## src/rtl/udp_perf_mon_rx.sv

```systemverilog
// Receive-side throughput and integrity monitor for the UDP loopback perf setup.
// Sinks the 512-bit stream delivered toward the host, checks every counted beat
// against the generator's pattern (each 32-bit lane = running beat count) and
// keeps cycle/beat/packet/error counters for ILA probing.
module udp_perf_mon_rx (
  input  logic         udp_clk,
  input  logic         udp_reset,
  input  logic         start,
  input  logic [31:0]  pkt_size,
  input  logic [31:0]  pkt_num,
  input  logic         udp_rx_axis_tvalid,
  input  logic [511:0] udp_rx_axis_tdata,
  input  logic [63:0]  udp_rx_axis_tkeep,
  input  logic         udp_rx_axis_tlast,
  input  logic         udp_rx_axis_tuser,
  output logic         udp_rx_axis_tready,
  output logic         recv_pkt_enable,
  output logic         is_recv_first_frame,
  output logic [31:0]  perf_cycle_counter_rx,
  output logic [31:0]  total_beat_counter_rx,
  output logic [31:0]  total_pkt_counter_rx,
  output logic [31:0]  err_beat_counter_rx,
  output logic         done
);

  typedef enum logic [1:0] {IDLE, ARMED, RUN, DONE} state_t;

  state_t      state;
  // Packet size is held as S-1: its upper bits are the index of the last beat
  // (ceil(S/64)-1) and its low six bits are the last enabled byte of that beat.
  logic [31:0] size_m1;
  logic [31:0] pkt_target;
  logic [25:0] beat_idx;

  logic        handshake;
  logic [25:0] last_idx;
  logic        is_last_idx;
  logic [63:0] exp_keep;
  logic        data_bad;
  logic        beat_err;
  logic [25:0] beat_idx_nxt;

  // The monitor never back-pressures; it only refuses beats while in reset.
  assign udp_rx_axis_tready = ~udp_reset;
  assign handshake          = udp_rx_axis_tvalid & udp_rx_axis_tready;
  assign last_idx           = size_m1[31:6];
  assign is_last_idx        = (beat_idx == last_idx);

  // Expected keep, pattern comparison on enabled bytes, and in-packet index advance.
  always_comb begin
    // NOTE: every variable gets a default before any conditional update so no latch is inferred.
    exp_keep = '1;
    data_bad = 1'b0;
    for (int i = 0; i < 64; i++) begin
      if (is_last_idx && (6'(i) > size_m1[5:0])) exp_keep[i] = 1'b0;
      if (exp_keep[i] &&
          (udp_rx_axis_tdata[8*i +: 8] != total_beat_counter_rx[8*(i%4) +: 8]))
        data_bad = 1'b1;
    end
    beat_err = data_bad
             | (udp_rx_axis_tkeep != exp_keep)
             | (udp_rx_axis_tlast != is_last_idx)
             | udp_rx_axis_tuser;
    // Wrapping at the expected last beat resynchronises to a sender that omitted tlast.
    beat_idx_nxt = (udp_rx_axis_tlast || is_last_idx) ? '0 : beat_idx + 26'd1;
  end

  // Control FSM with registered status flags and the four counters.
  // NOTE: all state here uses non-blocking assignments so every register samples pre-edge values.
  always_ff @(posedge udp_clk) begin
    if (udp_reset) begin
      state                 <= IDLE;
      size_m1               <= '0;
      pkt_target            <= '0;
      beat_idx              <= '0;
      perf_cycle_counter_rx <= '0;
      total_beat_counter_rx <= '0;
      total_pkt_counter_rx  <= '0;
      err_beat_counter_rx   <= '0;
      recv_pkt_enable       <= 1'b0;
      is_recv_first_frame   <= 1'b0;
      done                  <= 1'b0;
    end else if (start) begin
      // start wins over a coincident beat: the beat is drained, not counted.
      size_m1               <= (pkt_size == 32'd0) ? 32'd0 : pkt_size - 32'd1;
      pkt_target            <= pkt_num;
      beat_idx              <= '0;
      perf_cycle_counter_rx <= '0;
      total_beat_counter_rx <= '0;
      total_pkt_counter_rx  <= '0;
      err_beat_counter_rx   <= '0;
      if (pkt_num == 32'd0) begin
        state               <= DONE;
        recv_pkt_enable     <= 1'b0;
        is_recv_first_frame <= 1'b0;
        done                <= 1'b1;
      end else begin
        state               <= ARMED;
        recv_pkt_enable     <= 1'b1;
        is_recv_first_frame <= 1'b1;
        done                <= 1'b0;
      end
    end else begin
      case (state)
        ARMED, RUN: begin
          if (state == RUN) perf_cycle_counter_rx <= perf_cycle_counter_rx + 32'd1;
          if (handshake) begin
            // The first counted beat opens the perf window at 1 (overrides the increment).
            if (state == ARMED) perf_cycle_counter_rx <= 32'd1;
            total_beat_counter_rx <= total_beat_counter_rx + 32'd1;
            if (udp_rx_axis_tlast) total_pkt_counter_rx <= total_pkt_counter_rx + 32'd1;
            if (beat_err) err_beat_counter_rx <= err_beat_counter_rx + 32'd1;
            beat_idx            <= beat_idx_nxt;
            state               <= RUN;
            is_recv_first_frame <= 1'b0;
            if (udp_rx_axis_tlast && (total_pkt_counter_rx + 32'd1 == pkt_target)) begin
              state           <= DONE;
              recv_pkt_enable <= 1'b0;
              done            <= 1'b1;
            end
          end
        end
        default: ; // IDLE and DONE drain the stream and hold all counters
      endcase
    end
  end

endmodule

```

## config.mk

```make
export PLATFORM = sky130hd
export DESIGN_NAME = udp_perf_mon_rx
export DESIGN_NICKNAME = d
export VERILOG_FILES = /design/src/rtl/udp_perf_mon_rx.sv
export SDC_FILE = /design/constraint.sdc
export NUM_CORES = 1
export LEC_CHECK = 0
export BUFFER_PORTS_ARGS = -buffer_cell sky130_fd_sc_hd__buf_2
export CAP_MARGIN = 5
export CORE_AREA = 2 2 306 308
export CTS_CLUSTER_SIZE = 8
export DETAILED_ROUTE_END_ITERATION = 16
export DIE_AREA = 0 0 308 310
export PLACE_DENSITY_LB_ADDON = 0.05
export SLEW_MARGIN = 30
export SYNTH_ARGS = -nofsm -noshare
export SYNTH_HDL_FRONTEND = slang
export SYNTH_SLANG_ARGS = --single-unit
export TNS_END_PERCENT = 10
```

## constraint.sdc

```tcl
create_clock -name udp_clk -period 5.2 [get_ports udp_clk]
set_clock_uncertainty 0.2 [all_clocks]
set_input_delay 1.04 -clock udp_clk [delete_from_list [all_inputs] [get_ports udp_clk]]
set_output_delay 1.04 -clock udp_clk [all_outputs]
set_load 0.01 [all_outputs]
```

# Word-level counts from Yosys, hierarchy flattened
# Cells that the tools add are included.
# word_totals
ff_bits,223
in_bits,646
out_inout_bits,132
elab_cells,449
# op_classes
addsub,6
n_lt_le_gt_ge,64
n_eq_ne,70
muxes,151
bitwise_logic,5
n_reduce_logical,142
# op_table
cell,count
$ne A8 B8 Y1,64
$gt A6 B6 Y1 const A,32
$mux W1,142
$logic_and A1 B1 Y1,129
$add A32 B1 Y32 const B,4
$mux W32,4
$gt A5 B6 Y1 const A,16
$logic_not A32 Y1,2
$ne A64 B64 Y1,1
$gt A4 B6 Y1 const A,8
$eq A32 B32 Y1,1
$sub A32 B1 Y32 const B,1
$add A26 B1 Y26 const B,1
$eq A26 B26 Y1,1
$mux W26,1
$gt A3 B6 Y1 const A,4
$gt A1 B6 Y1 const A,2
$gt A2 B6 Y1 const A,2
$reduce_and A3 Y1,3
$mux W2,4
$reduce_bool A2 Y1,3
$reduce_and A2 Y1,2
$reduce_or A2 Y1,2
$or A1 B1 Y1,3
6 further kinds,6

# Depth between registers and ports, before layout
# Gate-level depths: netlist of run 1.
# depth
ltp_word,72
depth_mapped,20
ltp_nobuf,15

# Worst setup path before layout of run 1
# No wires, ideal clock.
# synth_path
path_type,in2reg
from,input udp_rx_axis_tdata[110]
to,register err_beat_counter_rx[11]
setup_ps,115
arrival_ps,4088
required_time_ps,4885
path_slack_ps,798
path_stages,14
n_path_buf,3
cell_sequence,xnor2_1 > nand4_1 > or4_1 > a21oi_1 > mux2i_1 > a2111o_1 > or4_1 > or4_1 > buf_4 > o21ai_4 > buf_6 > buf_8 > nor3_1 > o21a_1
# synth_between
elab_chain_cells,57
# synth_rtl
item,line_no,source
start: declaration,12,"input logic [511:0] udp_rx_axis_tdata,"
$ne A8 B8 Y1,57,(udp_rx_axis_tdata[8*i +: 8] != total_beat_counter_rx[8*(i%4) +: 8]))
$logic_and A1 B1 Y1,56,if (exp_keep[i] &&
$mux W1 (51 in series),56,
$or A1 B1 Y1,61,| (udp_rx_axis_tkeep != exp_keep)
$or A1 B1 Y1,62,| (udp_rx_axis_tlast != is_last_idx)
$or A1 B1 Y1,63,| udp_rx_axis_tuser;
$reduce_and A3 Y1 (no source line),-,
end signal: assignment,112,if (beat_err) err_beat_counter_rx <= err_beat_counter_rx + 32'd1;
end: declaration,22,"output logic [31:0] err_beat_counter_rx,"
# No other way between the ends.
# A chain may end at the register's enable or synchronous reset.

# Final worst setup path of run 1
# layout_path
from,register total_beat_counter_rx[22]
to,register err_beat_counter_rx[11]
# layout_between
elab_chain_cells,68
elab_cells_between_ends,98
cone_classes,eq/ne: 16; mux: 62; bitwise: 3; reduce/logical: 17
# layout_rtl
item,line_no,source
start: declaration,20,"output logic [31:0] total_beat_counter_rx,"
start signal: assignment,110,total_beat_counter_rx <= total_beat_counter_rx + 32'd1;
$ne A8 B8 Y1,57,
$logic_and A1 B1 Y1,56,
$mux W1 (60 in series),56,
$mux W1 (*) (2 in series),56,
$or A1 B1 Y1 (*),61,
$or A1 B1 Y1 (*),62,
$or A1 B1 Y1 (*),63,
$reduce_and A3 Y1 (no source line) (*),-,
# Mark *: on every way between the ends. The rest lies on a longest branch, timed or not.

==> summary by stage, run 1 <==
Drt
The remaining antenna violation count is 0. Summed over all nets, wire length on met3 after detailed routing comes to 5490 um. The final layout contains routed wiring with a total length of 112,000 um. The starting DRC count in detailed routing is 1,034. The remaining routing DRC violations is 0. The wire length on met1 is ~45,000 um. The met2 layer wire length in the routed design is 57,500 um.

Signal routing reaches up to met5. The detailed router placed 21.1k vias in this run. The first detailed-routing pass took 5 iterations. The per-cell via count in the routed design is ~4.7. The average wire length per cell after detail routing is 25.1 um.

Global route
For this run, the total global-route usage over all layers was measured as 22.4%. The number of global-route vias before repair is 21.3k. The first-pass GRT wire length is between 150,000 and 200,000 um. The maximum number of pins on one net before global-route repair is 56. The initial antenna violation count is 39. Summed over all layers, the global routing overflow is 0.

Critical path
The category of the most critical setup path is flip-flop to flip-flop. Walking the worst path, the cells encountered are xor2_1 > nor4_1 > nand2_1 > nor4_1 > buf_4 > nand3_1 > a2111o_1 > or4_1 > or4_1 > buf_4 > o21ai_4 > buf_12 > nor3_1 > o21a_1. In this run the worst path has a maximum fanout of 34. For the worst flop-to-flop path, the logic depth is 14. The endpoint type of the worst setup path is a flip-flop. The startpoint kind of the worst setup timing path is a flip-flop.

STA puts the critical path data required time at around 5500 ps. The highest cell delay on the worst timing path is a little over 800 ps. The cell with the biggest individual delay on the critical path is dfxtp_1.

The critical path arrival is 5190 ps.

Pwr
In this run the power density over the cells is around 200 mW/mm^2. The overall power of the completed layout is around 5.3 mW. The leakage power is 11.4 nW. The worst-case vdd ir drop is 0.202 mV.

Cells and area
The library cell used most frequently in the layout, excluding fill and tap cells, is buf_2. The fraction of final layout cells with drive strength greater than 1 is 32.1%. The top cell types in the final layout, fill and taps aside, are buf_2, xor2_1, xnor2_1. The net count of the finished layout is 3,890. The final-layout fill cell count is 10.3k.

The area growth from synthesis to layout is 39.9%. The non-filler instance count after layout is 4,458.

STA
Static timing analysis puts the maximum clock frequency at just over 200 MHz. The transition at the pin with the smallest max-transition slack is 1030 ps. The setup TNS is 0 ps. Headroom to the max-slew limit came out at 30.4%.

Of the available clock period, the critical path in the final layout requires 95.1%. Setup repair after global routing left no endpoint under its margin. The number of pins exceeding their max-slew limit in the final report was 0. The final setup violation count is 0.

The hold violation total from the final report came to 0. The time the final worst path needs with I/O delays and setup is 4940 ps.

Floorplanning
The die height is about 310 um. For this configuration, the core starts out at a cell density of between 20% and 30%. The count of standard-cell rows is ~110. The die boundary width is 308 um. 778 I/O pins were placed.

The standard cell core area is 0.0925 sq mm. The floorplan die area is 0.0955 sq mm.

Logic synthesis
Summing the sequential cell areas from Yosys gives 23.7% of the chip area. The synthesized netlist occupies a cell area of ~0.019 sq mm. Of all flip-flops after synthesis, the portion carrying an async set or reset was 0%. Counting flops with a built-in enable in the synthesized netlist gives 0. The post-synthesis cell type count is 78.

The yosys synthesis warning count is 0. The number of nets handed over by synthesis was between 3k and 4k. The synthesized area per cell is between 7 and 8 sq um.

The cell count after synthesis is 2,402. In this run, synthesis produced a sequential element count of about 220. The main flop type after synthesis is dfxtp_1.

Placed design
After legalization and detailed placement, the total HPWL measured between 90,000 and 100,000 um. After detailed placement, the design holds a cell count of about 4.4k. The congestion estimate from routability-driven global placement came to between 0.8 and 0.9. Input and output buffers added on the ports amount to 777.

Worst hold path
Along the worst hold path, the cell count comes to 2. The tightest min-delay check is of the flip-flop to flip-flop type.

Job
The max-cap check violation count is 0.

Clock network
The number of buffers created by CTS is 37. The number of clock sinks is about 220. Counting along the longest clock path gives a buffer depth of 3. The clock insertion delay at the later pin of the skew report is between 500 and 600 ps. Clock-pin slew was measured on the worst setup and hold paths at 50 ps.

The number of levels the H-tree was split into is 2. The CTS tree is done. In this run the clock root is driven by a clkbuf_16.

Status
The flow ran to the end, and the final reports show no timing, DRC or antenna violations.
final timing paths:
kind	start	endpoint	slack, ps
min	done$_SDFFE_PP0P_	done$_SDFFE_PP0P_	250
min reg2reg	done$_SDFFE_PP0P_	done$_SDFFE_PP0P_	250
max reg2reg	total_beat_counter_rx[22]$_SDFFE_PP0P_	err_beat_counter_rx[11]$_SDFFE_PP0P_	260
max	total_beat_counter_rx[22]$_SDFFE_PP0P_	err_beat_counter_rx[11]$_SDFFE_PP0P_	260
cell type report:
type / instances / area [sq um] / area share, %
sequential: 223 / 4470 / 17.0
antenna: 13 / 32.5 / 0.124
clock buffer: 44 / 992 / 3.77
multi-input combinational: 2009 / 13700 / 52.1
timing repair buffer: 944 / 5320 / 20.2
tap: 1197 / 1500 / 5.69
clock inverter: 8 / 209 / 0.794
inverter: 20 / 75.1 / 0.285
timing repair:
| action | in CTS | in global routing |
|---|---|---|
| endpoints found under the setup margin | 0 | 24 |
| resized for setup | 0 | 4 |
| hold buffers | 0 | 0 |
| setup buffers | 0 | 0 |
per-layer routing:
| metal | vias up | global-route usage [%] |
|---|---|---|
| met4 | 8 | 7.20 |
| li1 | 10064 | - |
| met1 | 10126 | 26.2 |
| met3 | 175 | 3.59 |
| met5 | - | 0 |
| met2 | 698 | 41.4 |
cells by family after synthesis:
| family | after synthesis | synth area share, % |
|---|---|---|
| buffers and inverters | 170 | 3.64 |
| AND/OR/NAND/NOR | 907 | 24.6 |
| AO/OA/AOI/OAI | 316 | 10.9 |
| XOR/XNOR | 728 | 33.9 |
| flip-flops | 223 | 23.7 |
| multiplexers | 49 | 2.63 |
| adder cells (fa/ha/maj) | 9 | 0.599 |
report_power, final:
| group | total (mW) | internal [mW] | switching [mW] |
|---|---|---|---|
| Sequential | 1.78 | 1.75 | 0.0306 |
| Clock | 2.51 | 1.55 | 0.957 |
| Combinational | 0.968 | 0.441 | 0.526 |
| Total | 5.25 | 3.74 | 1.51 |
registers in the layout (all words and copies together), names as in the netlist:
name	count
err_beat_counter_rx	32
size_m1	32
is_recv_first_frame	1
done	1
total_pkt_counter_rx	32
total_beat_counter_rx	32
state	2
perf_cycle_counter_rx	32
recv_pkt_enable	1
beat_idx	26
pkt_target	32
per-stage QoR:
stage | hold slack [ps] | instance area, sq um | utilization (%) | worst slack [ps]
finish | 246 | 26300 | 28.4 | 257
global route | 283 | 26300 | 28.4 | 31.7
CTS | 251 | 26300 | 28.4 | 6.10
detailed placement | 244 | 25100 | 27.1 | -164
global placement | 235 | 25100 | 27.1 | -133
floorplan | 244 | 18800 | - | 798
Yosys cell counts (6+ instances only):
| cell | count | area (sq um) |
|---|---|---|
| nand3_1 | 76 | 380 |
| o2111ai_1 | 13 | 114 |
| nand2_1 | 193 | 724 |
| buf_2 | 16 | 80.1 |
| dfxtp_1 | 223 | 4460 |
| o22ai_1 | 6 | 37.5 |
| o211ai_1 | 10 | 75.1 |
| nor2_1 | 216 | 811 |
| a21oi_1 | 81 | 405 |
| ha_1 | 9 | 113 |
| o21a_1 | 7 | 52.6 |
| nand2b_1 | 10 | 62.6 |
| or3_1 | 36 | 225 |
| xor2_1 | 411 | 3600 |
| a31oi_1 | 26 | 163 |
| or4_1 | 29 | 218 |
| and2_1 | 12 | 75.1 |
| nand4_1 | 91 | 569 |
| inv_1 | 18 | 67.6 |
| and3_1 | 47 | 294 |
| or2_2 | 6 | 37.5 |
| clkbuf_1 | 85 | 319 |
| xnor2_1 | 317 | 2780 |
| o21ai_0 | 82 | 410 |
| nor3_1 | 45 | 225 |
| nor4_1 | 105 | 657 |
| buf_1 | 45 | 169 |
| mux2i_1 | 45 | 450 |
| and4_1 | 11 | 96.3 |
| o31ai_1 | 16 | 120 |
critical path, delay by kind of cell (launching register included):
family | cells | cell delay, ps
xor+xnor | 1 | 150
flops | 1 | 810
buf+inv | 3 | 570
compound gates | 3 | 810
simple gates | 7 | 2280
(Power assumes the default switching activity.)
==> run 2: changes to the inputs <==
--- a/config.mk
+++ b/config.mk
@@ -7,10 +7,11 @@
 export LEC_CHECK = 0
 export BUFFER_PORTS_ARGS = -buffer_cell sky130_fd_sc_hd__buf_2
 export CAP_MARGIN = 5
-export CORE_AREA = 2 2 306 308
+export CORE_AREA = 2 2 303 305
+export CTS_BUF_LIST = sky130_fd_sc_hd__clkbuf_8 sky130_fd_sc_hd__clkbuf_16
 export CTS_CLUSTER_SIZE = 8
 export DETAILED_ROUTE_END_ITERATION = 16
-export DIE_AREA = 0 0 308 310
+export DIE_AREA = 0 0 305 307
 export PLACE_DENSITY_LB_ADDON = 0.05
 export SLEW_MARGIN = 30
 export SYNTH_ARGS = -nofsm -noshare
==> run 2 against run 1 <==
Clock power down 17%. Fmax fell by 0.46%. First-iteration DRC count is 33% higher. Global-route usage rose by 0.18 points. Final area down 1.4%. Non-clock buffer count down 7. Routed wire length decreased by 0.85%. Total power decreased by 8.3%.
==> summary by stage, run 2 (synthesized netlist as in run 1, its figures left out) <==
Status
The flow ran to the end, and the final reports show no timing, DRC or antenna violations.

Clock network
The maximum buffer depth of the clock tree is 3. The quantity of gates resized following cts is 2. The number of buffers created by CTS is 34.

The number of clock sinks is approximately 220. The number of setup buffers added after CTS is 0. The clock root buffer is clkbuf_16.

The CTS tree is done. The later pin in the worst-skew pair is clocked with a latency of roughly 560 ps. The hold-fix buffer count after cts is 0.

The number of levels the H-tree was split into is 2. After clock tree synthesis, the clock-pin slew on the worst setup and hold paths is 60 ps.

Cells and area
The leading cell type in the layout, fill and taps excluded is buf_2. The final-layout fill cell count is 10.1k. The sequential cells in the finished layout cover a total of 0.00447 sq mm. In the final layout, the multi-input gates occupy 0.0137 sq mm. The final layout contains 3,880 nets.

Cells fill between 20% and 30% of the core in the end. The fraction of final layout cells with drive strength greater than 1 is about a third. Leaving out fill and tap cells, the most frequent cells in the layout are buf_2, xor2_1, xnor2_1. The area growth from synthesis to layout is 37.9%.

The finished layout holds 4,431 standard cells, fillers aside.

Pwr
For this design the ratio of total power to cell area is 186 mW/mm^2. The leakage power is 11.2 nW. Overall power consumption after layout is estimated at around 4.8 mW. The worst-case vdd ir drop is 0.177 mV.

Drt
The remaining antenna violation count is 0. After detailed routing, the number of vias per cell comes to 4.76. In the routed design, unresolved DRC markers number 0. For this run, the detailed router's first-pass iteration total came to 7.

The starting DRC count in detailed routing is about 1.4k. The routed design has ~110,000 um of wire. The average wire length per cell after detail routing is about 25 um.

For this block, the via count after detailed routing is 21.1k.

Critical path
STA puts the critical path data required time at 5440 ps. The setup path with the least slack is of type flip-flop to flip-flop. The logic depth of the worst register-to-register path is 15. The endpoint identified for the worst register-to-register timing path is err_beat_counter_rx[11]$_SDFFE_PP0P_.

Setup slack on the worst reg-to-reg path comes out at around 230 ps. The critical path arrival is 5200 ps. In this run the critical register-to-register path is launched from total_beat_counter_rx[5]$_SDFFE_PP0P_.

The biggest fanout along the worst timing path is 34. The worst setup path is launched from a flip-flop. The endpoint type of the worst setup path is a flip-flop.

Global route
The number of global-route vias before repair is 21.2k. The total overflow left after global routing is 0. The maximum number of pins on one net before global-route repair is 41. The initial antenna violation count is 46.

Global routing used 22.6% of the available tracks. The first-pass GRT wire length is ~150,000 um.

STA
The portion of the clock cycle consumed by the worst path in the final layout is 95.5%. The number of pins exceeding their max-slew limit in the final report is 0. Setup repair after global routing left no endpoint under its margin. The time the final worst path needs with I/O delays and setup is 4970 ps. The transition at the pin with the smallest max-transition slack is roughly 1100 ps.

Once routing completed, OpenROAD measured the worst setup slack at 234 ps. Setup violations remaining at the end of the flow were counted as 0. The hold violation total from the final report is 0. The maximum clock frequency is between 200 and 250 MHz.

The normalized max-slew margin is between 20% and 30%.

Floorplanning
The floorplan die area is around 0.094 sq mm. The core region is 0.0907 sq mm. The die height is 307 um. The initial core utilization is 20.7%. After floorplanning, the core was divided into 111 placement rows.

The I/O pin count is 778. The die boundary width is 305 um.

Placed design
The count of buffers added on input and output ports is 777. The detailed placer's ending HPWL is 92,700 um. The placed cell count is 4,375. The global placement routability congestion is roughly 0.94. The pre-CTS setup slack is -126 ps.

Job
The tool flagged a number of max-cap violations equal to 0.

Worst hold path
The path with the worst hold slack has its endpoint at recv_pkt_enable$_SDFFE_PP0P_. The worst hold path depth is 2. The classification of the worst-slack hold path is flip-flop to flip-flop. The startpoint of the lowest-slack hold path is recv_pkt_enable$_SDFFE_PP0P_.
==> run 2: cell types whose count changed in the layout (fill, tap and decap cells not counted), moves of 3 or more <==
cell,delta
buf_12,-5
bufinv_16,-4
clkbuf_1,-3
clkbuf_16,-3
==> run 2: final cells by class <==
cell class | count | area share (%)
clock buffer | 36 | 3.39
tap | 1186 | 5.72
inverter | 20 | 0.289
sequential | 223 | 17.3
clock inverter | 6 | 0.261
antenna | 14 | 0.135
timing repair buffer | 937 | 20.1
multi-input combinational | 2009 | 52.9
==> run 2: worst max-delay path, cell delays in order, from the launching register on <==
cell and delay [ps]:
dfxtp_2 670, buf_4 320, xor2_1 100, nor4_1 810
buf_4 240, nand3_1 70, o31a_1 340, or4_1 630
nor4_1 400, buf_4 180, nand4b_1 100, buf_4 190
o21ai_4 150, buf_12 190, nor3_1 70, o21a_1 170
==> run 2: through the flow <==
stage / cell area (sq um) / TNS, ps / hold WS [ps]
final: 25900 / 0 / 255
after global placement: 24900 / -1530 / 238
after floorplan: 18800 / 0 / 244
after global routing: 25900 / 0 / 282
after detailed placement: 24900 / -2120 / 250
after CTS: 25900 / 0 / 258
==> run 2: worst max path at each step <==
stage / slack (ps) / from / cells after the start / to
after floorplan: 800 / udp_rx_axis_tdata[110] / 14 / err_beat_counter_rx[11]$_SDFFE_PP0P_
after global placement: -110 / beat_idx[8]$_SDFFE_PP0P_ / 22 / err_beat_counter_rx[1]$_SDFFE_PP0P_
after detailed placement: -130 / udp_rx_axis_tdata[134] / 17 / err_beat_counter_rx[11]$_SDFFE_PP0P_
after CTS: 60 / beat_idx[8]$_SDFFE_PP0P_ / 22 / err_beat_counter_rx[11]$_SDFFE_PP0P_
after global routing: 10 / total_beat_counter_rx[7]$_SDFFE_PP0P_ / 17 / err_beat_counter_rx[13]$_SDFFE_PP0P_
final: 230 / total_beat_counter_rx[5]$_SDFFE_PP0P_ / 15 / err_beat_counter_rx[11]$_SDFFE_PP0P_
==> run 2: metal layers <==
| layer | GRT usage [%] | vias to the layer above | routed length (um) |
|---|---|---|---|
| li1 | - | 10040 | - |
| met1 | 26.1 | 10056 | 44400 |
| met2 | 41.3 | 791 | 56500 |
| met3 | 4.26 | 174 | 6190 |
| met4 | 7.90 | 18 | 3780 |
| met5 | 0 | - | 118 |
==> run 2: power breakdown <==
part           total, mW  internal (mW)  switching [mW]
logic              0.957          0.439           0.518
registers           1.78           1.74          0.0380
clock network       2.08           1.20           0.878
total               4.82           3.38            1.43
